===== config.mk =====
export PLATFORM = sky130hd
export DESIGN_NAME = dds_sweep_controller
export DESIGN_NICKNAME = d
export VERILOG_FILES = /design/src/rtl/dds_sweep_controller.sv
export SDC_FILE = /design/constraint.sdc
export NUM_CORES = 1
export LEC_CHECK = 0
export BUFFER_PORTS_ARGS = -buffer_cell sky130_fd_sc_hd__buf_4
export CAP_MARGIN = 15
export CELL_PAD_IN_SITES_DETAIL_PLACEMENT = 1
export CELL_PAD_IN_SITES_GLOBAL_PLACEMENT = 2
export CORE_ASPECT_RATIO = 1.2
export CORE_MARGIN = 4
export CORE_UTILIZATION = 37
export CTS_CLUSTER_SIZE = 8
export DETAILED_ROUTE_END_ITERATION = 16
export PLACE_DENSITY = 0.84
export SLEW_MARGIN = 20
export SYNTH_ARGS = -nofsm -noshare
export SYNTH_HDL_FRONTEND = slang
export SYNTH_SLANG_ARGS = --single-unit
export TNS_END_PERCENT = 5

===== constraint.sdc =====
create_clock -name clk -period 7.95 [get_ports clk]
set_clock_uncertainty 0.1 [all_clocks]
set_input_delay 0 -clock clk [delete_from_list [all_inputs] [get_ports clk]]
set_output_delay 0 -clock clk [all_outputs]
set_load 0.05 [all_outputs]

===== src/rtl/dds_sweep_controller.sv =====
// rtl/dds_sweep_controller.sv - stepped linear frequency sweep sequencer for the DDS tuning word
// Config is shadowed on start; each point is held dwell+1 clocks, then stepped, restarted or finished.
module dds_sweep_controller #(
  parameter int FTW_W = 32,
  parameter int CNT_W = 16
) (
  input  logic             clk,
  input  logic             reset,
  input  logic             start,
  input  logic             abort,
  input  logic [FTW_W-1:0] cfg_start_ftw,
  input  logic [FTW_W-1:0] cfg_step_ftw,
  input  logic [CNT_W-1:0] cfg_num_steps,
  input  logic [CNT_W-1:0] cfg_dwell,
  input  logic             cfg_down,
  input  logic             cfg_repeat,
  output logic [FTW_W-1:0] freq_tuning_word,
  output logic             step_strobe,
  output logic [CNT_W-1:0] step_index,
  output logic             busy,
  output logic             done
);

  typedef enum logic {IDLE, DWELL} state_t;

  state_t           state, state_d;
  logic [FTW_W-1:0] sh_start_ftw, sh_step_ftw, ftw_d;
  logic [CNT_W-1:0] sh_num_steps, sh_dwell, dwell_cnt, cnt_d, index_d;
  logic             sh_down, sh_repeat;
  logic             strobe_d, busy_d, done_d, accept;

  always_comb begin
    state_d  = state;
    ftw_d    = freq_tuning_word;
    index_d  = step_index;
    cnt_d    = dwell_cnt;
    strobe_d = 1'b0;
    busy_d   = busy;
    done_d   = 1'b0;
    accept   = 1'b0;
    if (abort) begin
      // abort outranks start and suppresses done
      state_d = IDLE;
      ftw_d   = '0;
      index_d = '0;
      cnt_d   = '0;
      busy_d  = 1'b0;
    end else begin
      case (state)
        IDLE: begin
          if (start) begin
            accept   = 1'b1;
            state_d  = DWELL;
            ftw_d    = cfg_start_ftw;
            index_d  = '0;
            cnt_d    = '0;
            strobe_d = 1'b1;
            busy_d   = 1'b1;
          end
        end
        DWELL: begin
          if (dwell_cnt == sh_dwell) begin
            cnt_d = '0;
            if (step_index < sh_num_steps) begin
              ftw_d    = sh_down ? freq_tuning_word - sh_step_ftw
                                 : freq_tuning_word + sh_step_ftw;
              index_d  = step_index + CNT_W'(1);
              strobe_d = 1'b1;
            end else if (sh_repeat) begin
              ftw_d    = sh_start_ftw;
              index_d  = '0;
              strobe_d = 1'b1;
            end else begin
              state_d = IDLE;
              busy_d  = 1'b0;
              done_d  = 1'b1;
            end
          end else begin
            cnt_d = dwell_cnt + CNT_W'(1);
          end
        end
        default: state_d = IDLE;
      endcase
    end
  end

  always_ff @(posedge clk or posedge reset) begin
    if (reset) begin
      state            <= IDLE;
      freq_tuning_word <= '0;
      step_index       <= '0;
      dwell_cnt        <= '0;
      step_strobe      <= 1'b0;
      busy             <= 1'b0;
      done             <= 1'b0;
      sh_start_ftw     <= '0;
      sh_step_ftw      <= '0;
      sh_num_steps     <= '0;
      sh_dwell         <= '0;
      sh_down          <= 1'b0;
      sh_repeat        <= 1'b0;
    end else begin
      state            <= state_d;
      freq_tuning_word <= ftw_d;
      step_index       <= index_d;
      dwell_cnt        <= cnt_d;
      step_strobe      <= strobe_d;
      busy             <= busy_d;
      done             <= done_d;
      if (accept) begin
        sh_start_ftw <= cfg_start_ftw;
        sh_step_ftw  <= cfg_step_ftw;
        sh_num_steps <= cfg_num_steps;
        sh_dwell     <= cfg_dwell;
        sh_down      <= cfg_down;
        sh_repeat    <= cfg_repeat;
      end
    end
  end

endmodule


Word level (Yosys, flattened, before mapping)
Index checks and enable logic that the tools add are counted.
W data, S select, Z words.
{ "word_totals": {"elab_cells": 65, "register_bits": 166, "in_bits": 102} }
{ "classes": {"eq_ne": 6, "add_sub_neg": 4, "n_bitwise": 1, "order_cmp": 1, "reduce_logical": 2, "mux": 38} }
{ "op_table": {"columns": ["operator", "count"], "rows": [
  ["$mux W32", 6],
  ["$mux W16", 7],
  ["$pmux W16 S2", 2],
  ["$pmux W32 S2", 1],
  ["$add A16 B1 Y16 const B", 2],
  ["$add A32 B32 Y32", 1],
  ["$sub A32 B32 Y32", 1],
  ["$mux W1", 19],
  ["$eq A16 B16 Y1", 1],
  ["$lt A16 B16 Y1", 1],
  ["$ne A3 B3 Y1 const B", 3],
  ["$pmux W1 S2", 3],
  ["$ne A4 B2 Y1 const B", 1],
  ["$reduce_and A4 Y1", 1],
  ["$ne A3 B2 Y1 const B", 1],
  ["$reduce_and A3 Y1", 1],
  ["$not A1 Y1", 1]
]} }

Longest topological paths before layout
Gate-level depths: netlist of the first run.
{ "depth": {"depth_word": 6, "ltp_mapped": 17, "mapped_depth_nobuf": 16} }

Worst setup path before layout of the first run
No wires, ideal clock.
{ "synth_path": {"path_type": "register to register", "from": "reg sh_step_ftw[2]", "to": "reg freq_tuning_word[17]", "path_stages_with_launch": 17, "slack_ns": 4.007, "path_buffers": 2, "period_less_slack_ns": 3.943, "arrival_ns": 3.709, "path_cell_list": "dfrtp_1 -> or3_2 -> nor3b_1 -> and2_0 -> nor2_1 -> xnor2_1 -> ha_1 -> clkbuf_1 -> a21oi_1 -> o211a_1 -> nor3_1 -> or2_1 -> clkbuf_1 -> a2111oi_0 -> nor3_1 -> a222oi_1 -> o21ai_0"} }
{ "synth_between": {"elab_chain_len": 6} }
{ "synth_lines": {"columns": ["element", "line", "text"], "rows": [
  ["start, declared", "27", "logic [FTW_W-1:0] sh_start_ftw, sh_step_ftw, ftw_d;"],
  ["start signal, assigned", "112", "sh_step_ftw <= cfg_step_ftw;"],
  ["$add A32 B32 Y32 / $sub A32 B32 Y32 (equally long branches)", "66, 65", null],
  ["$mux W32 *", "65", "ftw_d = sh_down ? freq_tuning_word - sh_step_ftw"],
  ["$mux W32 *", "64", "if (step_index < sh_num_steps) begin"],
  ["$mux W32 *", "62", "if (dwell_cnt == sh_dwell) begin"],
  ["$pmux W32 S2 *", "49", "case (state)"],
  ["$mux W32 *", "41", "if (abort) begin"],
  ["end signal, assigned", "104", "freq_tuning_word <= ftw_d;"],
  ["end, declared", "17", "output logic [FTW_W-1:0] freq_tuning_word,"]
]} }
Every way passes the cells marked *; elsewhere a longest branch is shown, timed or not. The select of a mux whose other input is x is not followed.
A chain may end at the register's enable or synchronous reset.

Worst setup path after layout of the first run
{ "layout_path": {"from": "reg sh_step_ftw[2]", "to": "reg freq_tuning_word[29]"} }
The elaborated chain is that of the path after synthesis.

==> out/qor.yml, run 1 <==
status: "finished, final reports clean"
yosysTopAreaCell: "dfrtp_1"
fmax_mhz: 212
crit_end: "freq_tuning_word[29]"
min_period_over_period_pct: 59.4
rsz0062_at_grt: "false"
vdd_drop_max_uv: 107
clock_sinks: 166
hp-class: "in2async"
die_width_um: 161
drive_gt1_share_pct: 14.6
fin_cells: 1886
antenna_found_initial: 3
dp.final_hpwl_mm: 25.1
timing.rr.start: "sh_step_ftw[2]"
vias: 10062
wirelength_mm: 35.9
dp.cells: 1750
die_height_um: 192
fp-row-count: 67
worstSetupStartpointType: "flip-flop"
maxCapViolCount: 0
root_buffer: "clkbuf_16"
port-buffer-count: 152
worstSkewPairLatency_ns: 0.44
clk_pin_slew_ns: 0.07
wire_per_inst_um: 19.1
area_growth_pct: 29.1
cts_buffers: 17
yosys-top-cells-area: "dfrtp_1, nand2_1, ha_1"
synth-seq-cells: 166
postCtsSetupBuffers: 0
tns_ns: 0
synth_edf_count: 0
gr-usage-all-layers_pct: 23.5
crit_start: "sh_step_ftw[2]"
rrSetupSlack_ns: 3.23
syn_inst: 1276
core-area_um2: 27800
grt_pass1_wl_mm: 58.1
dieArea_um2: 30900
netlist_area_um2: 10400
ys_types: 81
setup_viol: 0
crit_type: "reg2reg"
htreeDepth: 4
ys_seq_area_share_pct: 39.9
avgSynthCellArea_um2: 8.17
p_per_area_nw_per_um2: 233
crit_required_ns: 8.17
end_kind: "flip-flop"
hold_violations: 0
grt_max_degree: 97
cp_max_fo: 8
cts_tree: "yes"
nFillCells: 3329
clock_tree.buffer_depth: 2
grt.overflow.total: 0
syn-num-nets: 1428
initial_core_util_pct: 37.4
period_needed_ns: 4.72
timing.slew.headroom_pct: 30.3
tightest_slew_ns: 1.04
vias_per_cell: 5.34
async_flop_share_pct: 100
first_iter_violations: 452
rr_worst_depth: 13
place_congestion: 0.891
ys.flop_type: "dfrtp_1"
num_io_pins: 153
synthMostInstantiatedCell: "nand2_1"
drc_errors: 0
layout.nets: 1644
detail_route.first_pass.iterations: 6
antenna_left: 0
r2r-end: "freq_tuning_word[29]"
p_leak_nw: 6.43
crit_arrival_ns: 4.95
grt_pass1_vias: 10682
slew_violations: 0
synth_top_cell_area_share_pct: 39.9
yosys_warnings: 0
utilization_pct: 48.3
yosys-top-cells-count: "nand2_1, dfrtp_1, o21ai_0, nor2_1, a21oi_1"
per-layer routing:
layer	share of wire, %	track usage (%)	vias to the layer above
met2	51	41.9	186
met3	3.7	3.41	50
met4	2.3	7.71	2
li1	-	-	4841
met1	43	29.4	4983
met5	0.036	0	-
state kept, by name, indices dropped and copies added, names as in the netlist:
signal            cells
state                 1
busy                  1
sh_repeat             1
sh_num_steps         16
sh_step_ftw          32
freq_tuning_word     32
done                  1
sh_dwell             16
step_strobe           1
sh_down               1
step_index           16
dwell_cnt            16
sh_start_ftw         32
area by class of cell:
cell class	instances	area (um2)	area share (%)
multi-input combinational	998	5820	43.3
sequential	166	4150	30.9
timing repair buffer	267	2260	16.8
tap	379	474	3.52
clock buffer	19	453	3.37
inverter	42	163	1.21
clock inverter	13	124	0.921
antenna	2	5.00	0.0372
cell families (layout without fill, tap and decap cells):
family / after synthesis / after routing / synth area share (%)
muxes: 14 / 14 / 1.37
and+or+nand+nor: 576 / 576 / 24.5
other: 0 / 2 / 0
xor gates and xnor gates: 74 / 74 / 6.29
buffers and inverters: 112 / 341 / 4.32
adders and majority gates: 50 / 50 / 6.08
AOI/OAI and AO/OA: 284 / 284 / 17.6
DFF: 166 / 166 / 39.9
where the power goes:
group,internal (mW),switching (mW)
clock,0.452,0.386
sequential,0.951,0.104
combinational,0.497,0.747
worst min path at each step:
stage                        start      endpoint  slack (ns)  cells past startpoint
after global placement       reset  sh_dwell[11]       -0.02                      2
after global routing         reset  sh_dwell[12]        0.09                      3
after detailed placement     reset  sh_dwell[12]       -0.02                      2
final                        reset  sh_dwell[12]        0.08                      3
after CTS                    reset  sh_dwell[12]        0.07                      3
after floorplan           cfg_down       sh_down       0.005                      2
layout by cell type, fill, tap and decap left out, drive strengths merged, types with 19 or more instances in the layout:
master       count
a21oi           72
buf            165
clkbuf          19
dfrtp          166
dlygate4sd3    102
ha              49
inv             44
nand2          330
nand2b          19
nand3           26
nor2            85
nor3            33
o21ai           86
xnor2           44
xor2            30
through the flow:
stage          total power [mW]  cell area (um2)  hold WS (ns)  setup WS (ns)
2_1_floorplan              1.91            10400       0.00544           3.36
3_3_place_gp               2.24            11900       -0.0150           3.47
3_5_place_dp               2.26            11900       -0.0172           3.35
4_1_cts                    3.16            13500        0.0735           3.28
5_1_grt                    3.34            13500        0.0928           2.95
6_report                   3.14            13500        0.0753           3.23
worst max-delay path, cell delays in order, from the launching register on:
cell      delay [ns]
dfrtp_1         0.43
or3_2           0.53
nor3b_1         0.48
and2_0          0.47
nor2_1          0.11
xnor2_1         0.15
ha_1            0.44
nand2_1         0.11
o211a_1         0.24
nor3_1          0.46
o21ai_0         0.27
a211oi_1        0.43
o21ai_0         0.18
o22a_1          0.19
repair_timing:
action	CTS	global route
resized for setup	0	0
hold buffers	102	0
hold endpoints to repair	187	0
(Power assumes the default switching activity.)
==> run 2, diff against run 1 <==
--- a/config.mk
+++ b/config.mk
@@ -5,16 +5,17 @@
 export SDC_FILE = /design/constraint.sdc
 export NUM_CORES = 1
 export LEC_CHECK = 0
+export ABC_AREA = 1
 export BUFFER_PORTS_ARGS = -buffer_cell sky130_fd_sc_hd__buf_4
 export CAP_MARGIN = 15
 export CELL_PAD_IN_SITES_DETAIL_PLACEMENT = 1
 export CELL_PAD_IN_SITES_GLOBAL_PLACEMENT = 2
 export CORE_ASPECT_RATIO = 1.2
 export CORE_MARGIN = 4
-export CORE_UTILIZATION = 37
+export CORE_UTILIZATION = 33
 export CTS_CLUSTER_SIZE = 8
 export DETAILED_ROUTE_END_ITERATION = 16
-export PLACE_DENSITY = 0.84
+export PLACE_DENSITY = 0.8
 export SLEW_MARGIN = 20
 export SYNTH_ARGS = -nofsm -noshare
 export SYNTH_HDL_FRONTEND = slang
==> constraint.sdc (replaced) <==
create_clock -name clk -period 4.5 [get_ports clk]
set_clock_uncertainty 0.1 [all_clocks]
set_input_delay 0 -clock clk [delete_from_list [all_inputs] [get_ports clk]]
set_output_delay 0 -clock clk [all_outputs]
set_load 0.05 [all_outputs]
==> run 2 against run 1 <==
Against the previous run:
- clock power grew 84%
- clock-buffer cell count shrank 1
- worst hold slack gained 0.068 ns
- cell count grew 28%
- worst setup slack lost 2.6 ns
- critical path type unchanged
- critical endpoint unchanged
==> out/qor.yml, run 2 <==
clock_tree.buffer_depth: 2  # unchanged
p_total_mw: 6.46  # +110%
detail_route.first_pass.iterations: 4  # -2
tns_ns: 0  # unchanged
multi_input_area_um2: 6160  # +5.8%
htreeDepth: 4  # unchanged
final_common_cell: "nand2_1"
maxCapViolCount: 0  # unchanged
worstSkewPairLatency_ns: 0.44  # about the same
antenna_cells: 0  # -2
area_growth_pct: 27.4
rr_worst_depth: 23  # +10
avgSynthCellArea_um2: 6.73  # -18%
yosys_warnings: 0  # unchanged
status: "finished, final reports clean"
fmax_mhz: 260  # +23%
slew_violations: 0  # unchanged
antenna_found_initial: 0  # -3
yosys-top-cells-count: "nand2_1, inv_1, dfrtp_1, nor2_1, o21ai_0"
antenna_left: 0  # unchanged
synth-seq-cells: 166  # unchanged
clk_pin_slew_ns: 0.07  # about the same
async_flop_share_pct: 100  # unchanged
initial_core_util_pct: 33.7  # -3.8 points
cp_max_fo: 5  # -3
wirelength_mm: 41.8  # +16%
crit_type: "reg2reg"
crit_arrival_ns: 4.08  # -0.87 ns
rrSetupSlack_ns: 0.66  # -2.57 ns
synth_edf_count: 0  # unchanged
grt.overflow.total: 0  # unchanged
synth_top_cell_area_share_pct: 35.9  # -4.0 points
p_leak_nw: 7.78  # +21%
slowest_delay_ns: 0.40  # -0.13 ns
dieArea_um2: 38100  # +23%
grt_max_degree: 130  # +34%
synthMostInstantiatedCell: "nand2_1"
hold_violations: 0  # unchanged
ys_seq_area_share_pct: 35.9  # -4.0 points
vdd_drop_max_uv: 240  # +120%
root_buffer: "clkbuf_16"
first_iter_violations: 549  # +21%
syn_inst: 1719  # +35%
netlist_area_um2: 11600  # +11%
die_width_um: 179  # +11%
end_kind: "flip-flop"
fp-row-count: 74  # +10%
place_congestion: 0.888  # -0.29%
worstSetupStartpointType: "flip-flop"
cp_cell_sequence: "inv_1, ha_1, nand4_1, nor3_2, nand2_1, nor2_1, inv_1, nor2_1, xor2_1, nand2_1, o21ai_0, ha_1, nand2_1, nor2_1, and3_1, and2_1, nand2_1, nand3_1, nand3_1, nand2_1, inv_1, nor2_1, nor2_1"
period_needed_ns: 3.84  # -0.882 ns
top_regs: "freq_tuning_word: 32 flops, sh_start_ftw: 32 flops, sh_step_ftw: 32 flops"
postCtsSetupBuffers: 0  # unchanged
min_period_over_period_pct: 85.3  # +26 points
core-area_um2: 34400  # +23%
timing.rr.start: "sh_step_ftw[0]"
port-buffer-count: 152  # unchanged
cts_buffers: 17  # unchanged
grt_pass1_wl_mm: 67.0  # +15%
gr-usage-all-layers_pct: 22.5  # -1.0 points
p_per_area_nw_per_um2: 438  # +88%
drive_gt1_share_pct: 11.2  # -3.4 points
rsz0062_at_grt: "false"
dp.final_hpwl_mm: 31.0  # +23%
vias_per_cell: 4.84  # -9.2%
yosys-top-cells-area: "dfrtp_1, nand2_1, inv_1"
grt_pass1_vias: 12614  # +18%
clock_sinks: 166  # unchanged
timing.slew.headroom_pct: 51.2  # +21 points
tightest_slew_ns: 0.732  # -0.306 ns
hp-class: "in2async"
num_io_pins: 153  # unchanged
critical_path.slowest_cell: "ha_1"
final_cell_mix: "nand2_1, inv_1, dfrtp_1"
ys.flop_type: "dfrtp_1"
drc_errors: 0  # unchanged
layout.nets: 2100  # +28%
yosysTopAreaCell: "dfrtp_1"
syn-num-nets: 1871  # +31%
die_height_um: 213  # +11%
setup_viol: 0  # unchanged
cts_tree: "yes"
ys_types: 42  # -48%
r2r-end: "freq_tuning_word[29]"
nFillCells: 4372  # +31%
crit_required_ns: 4.74  # -3.43 ns
wire_per_inst_um: 17.3  # -9.3%
final-seq-area_um2: 4150  # unchanged
vias: 11708  # +16%
## run 2: layout make-up
| cell class | count | share of cell area, % |
|---|---|---|
| multi-input cells | 1233 | 41.8 |
| well taps | 456 | 3.87 |
| clock buffers | 18 | 2.91 |
| clock inverters | 14 | 1.10 |
| repair buffers | 263 | 15.3 |
| inverters | 267 | 6.83 |
| flip-flops and latches | 166 | 28.2 |
## run 2: logic make-up (layout without fill, tap and decap cells)
family | Yosys count | after routing | share of synthesized area [%]
xor+xnor | 75 | 75 | 5.68
compound gates | 191 | 191 | 8.80
fa+ha+maj | 50 | 50 | 5.47
flops | 166 | 166 | 35.9
simple gates | 917 | 917 | 33.2
buf+inv | 320 | 562 | 10.9
## run 2: routing by layer
metal,vias up,routed length [um],part of all wire [%],track usage (%)
met2,152,22000,53,42.0
li1,5869,-,-,-
met5,-,0,0,0
met4,0,713,1.7,5.61
met3,36,986,2.4,2.44
met1,5651,18100,43,27.5
## run 2: worst max path at each step
stage / startpoint / endpoint / slack, ns
2_1_floorplan: sh_step_ftw[0] / freq_tuning_word[26] / 1.54
3_3_place_gp: sh_step_ftw[0] / freq_tuning_word[29] / 0.72
3_5_place_dp: sh_step_ftw[0] / freq_tuning_word[29] / 0.63
4_1_cts: sh_step_ftw[0] / freq_tuning_word[29] / 0.63
5_1_grt: sh_step_ftw[0] / freq_tuning_word[31] / 0.21
6_report: sh_step_ftw[0] / freq_tuning_word[29] / 0.66
## run 2: where the power goes
part,internal (mW),switching [mW],total [mW]
Sequential,1.71,0.199,1.91
Combinational,1.01,2.00,3.02
Clock,0.836,0.702,1.54
## run 2: timing repair
action,4_1_cts,5_1_grt
hold buffers,101,0
gates resized for setup,0,0
endpoints found under the hold margin,301,0
## run 2: critical path, delay by kind of cell, from the launching register on
kind / cells / cell delay (ns)
and+or+nand+nor: 16 / 2.18
adders and majority gates: 2 / 0.61
DFF: 1 / 0.38
buffers and inverters: 3 / 0.22
AOI/OAI and AO/OA: 1 / 0.14
xor gates and xnor gates: 1 / 0.10
## run 2: metrics by stage
| step | instances | setup WS (ns) | area (um2) | hold WS [ns] | util [%] |
|---|---|---|---|---|---|
| after floorplan | 1719 | 1.54 | 11600 | -0.0369 | - |
| after global placement | 2284 | 0.715 | 13100 | 0.102 | 38.2 |
| after detailed placement | 2284 | 0.632 | 13100 | 0.107 | 38.2 |
| after CTS | 2417 | 0.626 | 14700 | 0.172 | 42.9 |
| after global routing | 2417 | 0.211 | 14700 | 0.205 | 42.9 |
| final | 2417 | 0.661 | 14700 | 0.143 | 42.9 |
==> run 3, diff against run 2 <==
--- a/config.mk
+++ b/config.mk
@@ -13,7 +13,7 @@
 export CORE_ASPECT_RATIO = 1.2
 export CORE_MARGIN = 4
 export CORE_UTILIZATION = 33
-export CTS_CLUSTER_SIZE = 8
+export CTS_CLUSTER_SIZE = 40
 export DETAILED_ROUTE_END_ITERATION = 16
 export PLACE_DENSITY = 0.8
 export SLEW_MARGIN = 20
==> constraint.sdc (replaced) <==
create_clock -name clk -period 4.5 [get_ports clk]
set_clock_uncertainty 0.1 [all_clocks]
set_input_delay 0.9 -clock clk [delete_from_list [all_inputs] [get_ports clk]]
set_output_delay 0.9 -clock clk [all_outputs]
set_load 0.05 [all_outputs]
==> run 3 against run 2 <==
Against the previous run:
- first-iteration DRC count shrank 30%
- sequential power is essentially flat
- worst hold slack gained 0.24 ns
- wire length shrank 1.6%
- critical path depth shrank 5
- cell count shrank 4.1%
- non-clock buffer count shrank 100
- sequential cell count is the same
- fmax shrank 0.64%
- global-route usage shrank 0.50 points
- die area is the same
- critical path type unchanged
- largest cell class unchanged
==> out/qor.yml, run 3 (same netlist as run 2, synthesis figures left out) <==
clk_pin_slew_ns: 0.07  # about the same
antenna_found_initial: 0  # unchanged
grt_pass1_wl_mm: 65.0  # -3.0%
crit_type: "reg2reg"
htreeDepth: 4  # unchanged
r2r-end: "freq_tuning_word[31]"
first_iter_violations: 382  # -30%
min_to: "sh_num_steps[0]"
slew_violations: 0  # unchanged
core-area_um2: 34400  # unchanged
grt_pass1_vias: 12082  # -4.2%
p_leak_nw: 7.38  # -5.2%
min_period_over_period_pct: 85.9  # +0.55 points
vias: 11398  # -2.6%
drc_errors: 0  # unchanged
period_needed_ns: 3.86  # +0.0249 ns
initial_core_util_pct: 33.7  # unchanged
dieArea_um2: 38100  # unchanged
wirelength_mm: 41.1  # -1.6%
worstSetupStartpointType: "flip-flop"
min_from: "sh_num_steps[0]"
crit_arrival_ns: 4.13  # +0.05 ns
grt.overflow.total: 0  # unchanged
tns_ns: 0  # unchanged
fp-row-count: 74  # unchanged
cts_buffers: 17  # unchanged
postCtsSetupBuffers: 0  # unchanged
dp.final_hpwl_mm: 31.4  # +1.3%
worstSkewPairLatency_ns: 0.46  # +0.02 ns
num_io_pins: 153  # unchanged
antenna_cells: 0  # unchanged
fmax_mhz: 259  # -0.64%
final-seq-area_um2: 4150  # unchanged
root_buffer: "clkbuf_16"
die_height_um: 213  # unchanged
maxCapViolCount: 0  # unchanged
setup_viol: 0  # unchanged
vias_per_cell: 4.92  # +1.6%
layout.nets: 2000  # -4.8%
status: "finished, final reports clean"
nFillCells: 4445  # +1.7%
whs_path_depth: 2
end_kind: "flip-flop"
multi_input_area_um2: 6160  # unchanged
antenna_left: 0  # unchanged
grt_max_degree: 167  # +28%
hold_violations: 0  # unchanged
rrSetupSlack_ns: 0.64  # -0.02 ns
ctsHoldBuffers: 0  # -100%
tightest_slew_ns: 1.10  # +0.371 ns
p_per_area_nw_per_um2: 472  # +7.7%
wire_per_inst_um: 17.7  # +2.7%
port-buffer-count: 152  # unchanged
final_common_cell: "nand2_1"
top_regs: "freq_tuning_word: 32 flops, sh_start_ftw: 32 flops, sh_step_ftw: 32 flops"
area_growth_pct: 19.1
timing.slew.headroom_pct: 26.4  # -25 points
die_width_um: 179  # unchanged
detail_route.first_pass.iterations: 4  # unchanged
cts_tree: "yes"
place_congestion: 0.889  # about the same
cts_resized: 0  # unchanged
cp_max_fo: 5  # unchanged
final_cell_mix: "nand2_1, inv_1, dfrtp_1"
finalWorstSetupSlack_ns: 0.636  # -0.0249 ns
gr-usage-all-layers_pct: 22.0  # -0.50 points
dp_slack_ns: 0.611  # -0.0217 ns
crit_required_ns: 4.77  # +0.03 ns
clock_tree.buffer_depth: 2  # unchanged
timing.rr.start: "sh_step_ftw[2]"
clock_sinks: 166  # unchanged
vdd_drop_max_uv: 222  # -7.5%
hp-class: "reg2reg"
rr_worst_depth: 18  # -22%
drive_gt1_share_pct: 11.8  # +0.60 points
rsz0062_at_grt: "false"
==> run 3: changes by cell type in the layout (fill, tap and decap cells not counted), moves of 2 or more <==
cell | before | now
inv_2 | 8 | 6
dlygate4sd3_1 | 101 | 0
inv_6 | 4 | 2
inv_8 | 3 | 5
clkinv_2 | 2 | 0
==> run 3: worst max-delay path, stage by stage, from the launching register on <==
cell     delay [ns]
dfrtp_1        0.36
inv_1          0.13
nand3_1        0.18
nor3_2         0.30
nand4_1        0.29
o21ai_0        0.34
xnor2_1        0.17
inv_1          0.10
ha_1           0.40
nand2_1        0.13
nor2_1         0.15
inv_1          0.08
nor3_1         0.35
a21oi_1        0.22
nand2_1        0.12
nand2_1        0.06
nand3_1        0.09
nand2_1        0.07
a21oi_1        0.15
==> run 3: per-layer routing <==
layer / vias up / GRT usage (%) / wire [um]
li1: 5659 / - / -
met1: 5508 / 26.4 / 17400
met2: 174 / 39.9 / 21200
met3: 57 / 3.44 / 1420
met4: 0 / 7.39 / 1050
met5: - / 0 / 0
==> run 3: worst max path at each step <==
stage	from	end	slack [ns]	depth (start not counted)
after global placement	sh_step_ftw[0]	freq_tuning_word[29]	0.69	23
after detailed placement	sh_step_ftw[2]	freq_tuning_word[31]	0.61	18
after floorplan	reset	busy	1.39	1
after global routing	sh_step_ftw[0]	freq_tuning_word[31]	0.15	21
after CTS	sh_step_ftw[2]	freq_tuning_word[31]	0.57	18
final	sh_step_ftw[2]	freq_tuning_word[31]	0.64	18
==> run 3: area by class of cell <==
| type | count | area share (%) |
|---|---|---|
| repair buffers | 163 | 9.06 |
| well taps | 456 | 4.14 |
| clock inverters | 15 | 1.53 |
| multi-input cells | 1233 | 44.7 |
| inverters | 267 | 7.30 |
| flip-flops and latches | 166 | 30.1 |
| clock buffers | 17 | 3.09 |
==> run 3: where the power goes <==
part	internal, mW	total (mW)	switching, mW	leakage (nW)
clock network	0.902	1.65	0.747	0.303
registers	1.71	1.90	0.195	2.11
logic	0.954	2.95	2.00	4.96
==> run 3: metrics by stage <==
step	utilization [%]	hold slack, ns	std cells	cell area, um2	power (mW)
final	40.1	0.385	2317	13800	6.50
after global routing	40.1	0.417	2317	13800	6.99
after CTS	40.1	0.383	2317	13800	6.59
after detailed placement	38.3	0.364	2285	13100	4.91
after global placement	38.3	0.360	2285	13100	4.85
after floorplan	-	0.342	1719	11600	3.94
